$ cat src/rtl/checkpoint_mem_mover.sv
// Copies a memory region between the live area and checkpoint backing store
// for the checkpoint controller, using single-beat read/write requests.
module checkpoint_mem_mover #(
  parameter int ADDR_WIDTH = 64,
  parameter int DATA_WIDTH = 64,
  parameter int FIFO_DEPTH = 4
) (
  input  logic                  clk,
  input  logic                  rst,
  input  logic                  save_req,
  input  logic                  restore_req,
  input  logic [ADDR_WIDTH-1:0] ckpt_addr,
  input  logic [ADDR_WIDTH-1:0] live_addr,
  input  logic [31:0]           xfer_size,
  output logic                  rd_req,
  output logic [ADDR_WIDTH-1:0] rd_addr,
  input  logic                  rd_gnt,
  input  logic                  rd_rvalid,
  input  logic [DATA_WIDTH-1:0] rd_rdata,
  output logic                  wr_req,
  output logic [ADDR_WIDTH-1:0] wr_addr,
  output logic [DATA_WIDTH-1:0] wr_wdata,
  input  logic                  wr_gnt,
  input  logic                  mem_err,
  output logic                  save_done,
  output logic                  restore_done,
  output logic                  xfer_error,
  output logic                  busy,
  output logic [31:0]           beats_done,
  output logic [2:0]            state_dbg
);

  localparam int BPB  = DATA_WIDTH / 8;
  localparam int OFFW = $clog2(BPB);
  localparam int CW   = $clog2(FIFO_DEPTH + 1);
  localparam int SW   = CW + 1;
  localparam int PW   = (FIFO_DEPTH > 1) ? $clog2(FIFO_DEPTH) : 1;
  localparam logic [ADDR_WIDTH-1:0] ALIGN_MASK = ~ADDR_WIDTH'(BPB - 1);

  localparam logic [2:0] S_IDLE     = 3'd0;
  localparam logic [2:0] S_SETUP    = 3'd1;
  localparam logic [2:0] S_XFER     = 3'd2;
  localparam logic [2:0] S_ABORT    = 3'd3;
  localparam logic [2:0] S_DONE     = 3'd4;
  localparam logic [2:0] S_ERR      = 3'd5;
  localparam logic [2:0] S_WAIT_REL = 3'd6;

  logic [2:0]            state, state_nxt;
  logic                  is_restore;
  logic [ADDR_WIDTH-1:0] live_base, ckpt_base, src_base, dst_base;
  logic [31:0]           total_beats, rd_issued, beats_cnt;
  logic [CW-1:0]         outstanding, fifo_count;
  logic [PW-1:0]         wr_ptr, rd_ptr;
  logic [DATA_WIDTH-1:0] fifo_mem [FIFO_DEPTH];

  logic        in_xfer, req_live, rd_fire, wr_fire, rv_take, push, pop, last_write, flush;
  logic [32:0] size_round;

  // Handshake: a request (rd_req/wr_req) holds its address and data stable
  // until the matching grant is seen high on a rising edge; req&&gnt is one beat.
  assign in_xfer    = (state == S_XFER);
  assign req_live   = is_restore ? restore_req : save_req;
  assign rd_req     = in_xfer && (rd_issued < total_beats) &&
                      (SW'(outstanding) + SW'(fifo_count) < SW'(FIFO_DEPTH));
  assign wr_req     = in_xfer && (fifo_count != '0);
  assign rd_addr    = in_xfer ? src_base + (ADDR_WIDTH'(rd_issued) << OFFW) : '0;
  assign wr_addr    = in_xfer ? dst_base + (ADDR_WIDTH'(beats_cnt) << OFFW) : '0;
  assign wr_wdata   = wr_req ? fifo_mem[rd_ptr] : '0;
  assign rd_fire    = rd_req && rd_gnt;
  assign wr_fire    = wr_req && wr_gnt;
  // Returns with nothing outstanding are stray and dropped; outside XFER they are discarded.
  assign rv_take    = rd_rvalid && (outstanding != '0);
  assign push       = rv_take && in_xfer;
  assign pop        = wr_fire;
  assign last_write = wr_fire && (beats_cnt + 32'd1 == total_beats);
  assign flush      = (state == S_SETUP) || (state == S_ERR) || (state == S_ABORT);
  assign size_round = {1'b0, xfer_size} + 33'(BPB - 1);

  assign save_done    = (state == S_DONE) && !is_restore;
  assign restore_done = (state == S_DONE) && is_restore;
  assign xfer_error   = (state == S_ERR);
  assign busy         = (state != S_IDLE);
  assign beats_done   = beats_cnt;
  assign state_dbg    = state;

  function automatic logic [PW-1:0] ptr_inc(input logic [PW-1:0] p);
    return (p == PW'(FIFO_DEPTH - 1)) ? '0 : p + PW'(1);
  endfunction

  always_comb begin
    state_nxt = state;
    case (state)
      S_IDLE: begin
        if (save_req && restore_req)      state_nxt = S_ERR;
        else if (save_req || restore_req) state_nxt = S_SETUP;
      end
      S_SETUP:    state_nxt = (total_beats == 32'd0) ? S_DONE : S_XFER;
      S_XFER: begin
        if (last_write)    state_nxt = S_DONE;
        else if (mem_err)  state_nxt = S_ERR;
        else if (!req_live) state_nxt = S_ABORT;
      end
      S_ABORT:    if (outstanding == '0) state_nxt = S_IDLE;
      S_DONE:     state_nxt = S_WAIT_REL;
      S_ERR:      state_nxt = S_WAIT_REL;
      // Waiting for the level requests to drop keeps a held request from re-triggering.
      S_WAIT_REL: if (!save_req && !restore_req && outstanding == '0) state_nxt = S_IDLE;
      default:    state_nxt = S_IDLE;
    endcase
  end

  always_ff @(posedge clk or posedge rst) begin
    if (rst) begin
      state       <= S_IDLE;
      is_restore  <= 1'b0;
      live_base   <= '0;
      ckpt_base   <= '0;
      src_base    <= '0;
      dst_base    <= '0;
      total_beats <= '0;
      rd_issued   <= '0;
      beats_cnt   <= '0;
      outstanding <= '0;
      fifo_count  <= '0;
      wr_ptr      <= '0;
      rd_ptr      <= '0;
    end else begin
      state <= state_nxt;
      if (state == S_IDLE && (save_req != restore_req)) begin
        is_restore  <= restore_req;
        live_base   <= live_addr & ALIGN_MASK;
        ckpt_base   <= ckpt_addr & ALIGN_MASK;
        total_beats <= 32'(size_round >> OFFW);
      end
      if (state == S_SETUP) begin
        src_base  <= is_restore ? ckpt_base : live_base;
        dst_base  <= is_restore ? live_base : ckpt_base;
        rd_issued <= '0;
        beats_cnt <= '0;
      end else begin
        if (rd_fire) rd_issued <= rd_issued + 32'd1;
        if (wr_fire) beats_cnt <= beats_cnt + 32'd1;
      end
      case ({rd_fire, rv_take})
        2'b10:   outstanding <= outstanding + CW'(1);
        2'b01:   outstanding <= outstanding - CW'(1);
        default: outstanding <= outstanding;
      endcase
      if (flush) begin
        fifo_count <= '0;
        wr_ptr     <= '0;
        rd_ptr     <= '0;
      end else begin
        if (push) wr_ptr <= ptr_inc(wr_ptr);
        if (pop)  rd_ptr <= ptr_inc(rd_ptr);
        case ({push, pop})
          2'b10:   fifo_count <= fifo_count + CW'(1);
          2'b01:   fifo_count <= fifo_count - CW'(1);
          default: fifo_count <= fifo_count;
        endcase
      end
    end
  end

  always_ff @(posedge clk) begin
    if (push) fifo_mem[wr_ptr] <= rd_rdata;
  end

endmodule

$ cat config.mk
export PLATFORM = sky130hd
export DESIGN_NAME = checkpoint_mem_mover
export DESIGN_NICKNAME = d
export VERILOG_FILES = /design/src/rtl/checkpoint_mem_mover.sv
export SDC_FILE = /design/constraint.sdc
export NUM_CORES = 1
export LEC_CHECK = 0
export ABC_AREA = 1
export CORE_UTILIZATION = 55
export CTS_BUF_LIST = sky130_fd_sc_hd__clkbuf_8
export DETAILED_ROUTE_END_ITERATION = 10
export PLACE_DENSITY = 0.91
export SYNTH_ARGS = -nofsm -noshare
export SYNTH_HDL_FRONTEND = slang
export SYNTH_SLANG_ARGS = --single-unit
$ cat constraint.sdc
create_clock -name clk -period 12.7 [get_ports clk]
set_clock_uncertainty 0.2 [all_clocks]
set_input_delay 1.905 -clock clk [delete_from_list [all_inputs] [get_ports clk]]
set_output_delay 1.905 -clock clk [all_outputs]
set_load 0.005 [all_outputs]
==> results_dict.tcl <==
set metrics [dict create \
    status "complete, no violations" \
    worstPathCellList "ha_1, fa_1, nand2_1, nand2_1, o21ai_1, nor3_1, nor2_1, inv_1, nand2_1, nand2_1, a21boi_0, o21bai_1, a21oi_1, nor2_1, nor2_1, clkdlybuf4s50_1" \
    postCtsSetupBuffers 0 \
    crit_path_frequent_cell "nand2_1" \
    wl_per_cell_um 20.9 \
    via_count 33000 \
    track_usage_pct 36.7 \
    clk_latency_ps 750 \
    ys_seq_elements 608 \
    regArea_um2 16500 \
    tns_ps 0 \
    grt_first_pass_wirelength_um 177000 \
    clk_path_buf_depth 3 \
    cp.arrival_ps 4640 \
    dp_hpwl_um 82000 \
    overflow 0 \
    first_global_vias 30900 \
    synth-edff-count 256 \
    worst_pin_slew_ps 1200 \
    period_needed_ps 6740 \
    start_util_pct 56.1 \
    vias_per_cell 5.93 \
    nNetsFinal 5046 \
    crit_slowest_cell "clkdlybuf4s50_1" \
    gp_congestion 1.02 \
    final_common_cell "nand2_1" \
    drc 0 \
    period_share_pct 53.1 \
    p_leak_nw 17.2 \
    cts.sinks 608 \
    fillers 4665 \
    grt_max_degree 142 \
    yosysSeqAreaShare_pct 48.5 \
    max_freq_ghz 0.148 \
    placed_area_um2 39100 \
    multi_input_area_um2 15300 \
    numCtsBuffers 98 \
    cap_violations 0 \
    final_cell_mix "nand2_1 (958), o21ai_0 (595), nor2_1 (581)" \
    synth_area_um2 34000 \
    firstDrtPassIters 6 \
    cp_num_buf_inv 2 \
    required_ps 10600 \
    drive_gt1_share_pct 5.09 \
    cp_max_fo 8 \
    syn_avg_cell_area_um2 7.92 \
    core-area_um2 60700 \
    min_path_type "register to register" \
    drtAntennaViolNets 0 \
    cpLargestDelayFamily "compound AO/OA/AOI/OAI gates" \
    peakVddDrop_mv 0.139 \
    drt-total-wl_um 117000 \
    syn_inst 4294 \
    die_w_um 251 \
    pin_count 465 \
    max_stage_delay_ps 600 \
    rows 90 \
    cts-root-buf "clkbuf_8" \
    die_h_um 251 \
    critPathLaunchType "register" \
    p_per_area_nw_per_um2 186 \
    hold_viol 0 \
    antenna_found_initial 32 \
    setup_viol 0 \
    port_buffers 452 \
    dieArea_um2 62900 \
    worst_hold_slack_ps 294 \
    slew_viol_final 0 \
    relSlewSlack_pct 19.5 \
    synth_cell_types 50 \
    clkTransAtPathRegs_ps 60 \
    synth_warnings 0 \
    post_cts_resized 0 \
    area_growth_pct 21.1 \
    crit_path_end_kind "output pin" \
    stdcell_area_um2 41200 \
    rsz0062_at_grt "false" \
    cts.htree.levels 3 \
    ys_async_sr_fraction_pct 57.9 \
    synth_top_flop_cell "dfrtp_1" \
    drt_iter0_drc 4020 \
    tritoncts "built" \
    holdBufCountCts 0 \
    crit_type "register to output pin" \
]
## cells in the mapped netlist (3+ instances only)
| master | instances | area, um^2 |
|---|---|---|
| nor3_2 | 3 | 30.0 |
| buf_2 | 6 | 30.0 |
| nand2_2 | 6 | 37.5 |
| edfxtp_1 | 256 | 7690 |
| o31ai_1 | 3 | 22.5 |
| fa_1 | 4 | 80.1 |
| o21ai_1 | 16 | 80.1 |
| nor2_8 | 3 | 60.1 |
| a21boi_0 | 6 | 45.0 |
| nor2_2 | 13 | 81.3 |
| o211ai_1 | 52 | 390 |
| nand2_1 | 960 | 3600 |
| xnor2_1 | 24 | 210 |
| nor2_1 | 586 | 2200 |
| dfrtp_1 | 352 | 8810 |
| inv_2 | 8 | 30.0 |
| nor3_1 | 83 | 415 |
| buf_1 | 20 | 75.1 |
| ha_1 | 105 | 1310 |
| a21oi_1 | 250 | 1250 |
| nor3b_1 | 6 | 45.0 |
| o21bai_1 | 13 | 97.6 |
| nor2_4 | 8 | 90.1 |
| nand3b_1 | 3 | 22.5 |
| clkbuf_1 | 138 | 518 |
| nand3_1 | 152 | 761 |
| a31oi_1 | 10 | 62.6 |
| nand3_2 | 9 | 90.1 |
| nand4_1 | 38 | 238 |
| nor4_1 | 26 | 163 |
| xor2_1 | 41 | 359 |
| o22ai_1 | 24 | 150 |
| inv_1 | 427 | 1600 |
| and3_1 | 3 | 18.8 |
| o21ai_0 | 595 | 2980 |
| buf_4 | 6 | 45.0 |
| a21o_1 | 14 | 105 |
| o21a_1 | 8 | 60.1 |
## power by group
group	internal, mW	total, mW	switching (mW)
sequential	2.54	2.97	0.431
clock	0.922	1.78	0.861
combinational	0.981	2.91	1.92
total	4.45	7.66	3.22
## final timing paths
path                                from             to  slack [ps]  depth (start not counted)
hold reg to reg             dst_base[31]   dst_base[31]         290                          2
setup reg to reg            state_dbg[2]  fifo_count[2]        8060                         14
hold / removal              dst_base[31]   dst_base[31]         290                          2
setup / recovery           beats_done[0]    wr_addr[35]        5960                         16
min in group asynchronous            rst  ckpt_base[21]        1570                          2
max in group asynchronous            rst     is_restore        9050                          3
## metal layers
| metal | share of wire [%] | GRT usage [%] | vias up |
|---|---|---|---|
| li1 | - | - | 15100 |
| met1 | 37 | 46.8 | 15400 |
| met2 | 45 | 57.4 | 2066 |
| met3 | 13 | 11.3 | 406 |
| met4 | 5.1 | 16.3 | 44 |
| met5 | 0.26 | 0 | - |
## tightest hold or removal path, delay by kind of cell (launching register included)
kind | cells | cell delay (ps)
DFF | 1 | 350
AOI/OAI and AO/OA | 1 | 60
and+or+nand+nor | 1 | 50
## flip-flops by register name, indices dropped and copies added (netlist names), 3 cells and up
name         cells
dst_base        61
total_beats     30
live_base       61
state_dbg        3
src_base        61
fifo_mem       256
fifo_count       3
outstanding      3
ckpt_base       61
beats_done      32
rd_issued       32
## kinds of logic (layout without fill, tap and decap cells)
kind of cell | after synthesis | in the layout | synth area share [%]
AO/OA/AOI/OAI | 996 | 996 | 15.5
XOR/XNOR | 67 | 67 | 1.81
adder cells (fa/ha/maj) | 109 | 109 | 4.10
buffers and inverters | 607 | 1085 | 6.79
flip-flops | 608 | 608 | 48.5
other | 1 | 18 | 0.0110
AND/OR/NAND/NOR | 1906 | 1906 | 23.3
## cell type report
class	instances	area share (%)
repair buffers	476	11.4
diodes	12	0.0729
flip-flops and latches	608	40.1
well taps	782	2.38
inverters	437	4.02
multi-input cells	3084	37.1
clock buffers	111	3.71
clock inverters	61	1.22
## through the flow
stage	setup slack, ps	std cells	util, %	total power [mW]
after floorplan	831	4299	-	4.61
after global placement	6890	5387	64.5	5.67
after detailed placement	6860	5387	64.5	5.79
after CTS	6060	5559	67.8	7.59
after global routing	5800	5564	67.8	8.08
final	5960	5571	67.9	7.66
No activity file was read; power rests on OpenSTA's default activity.
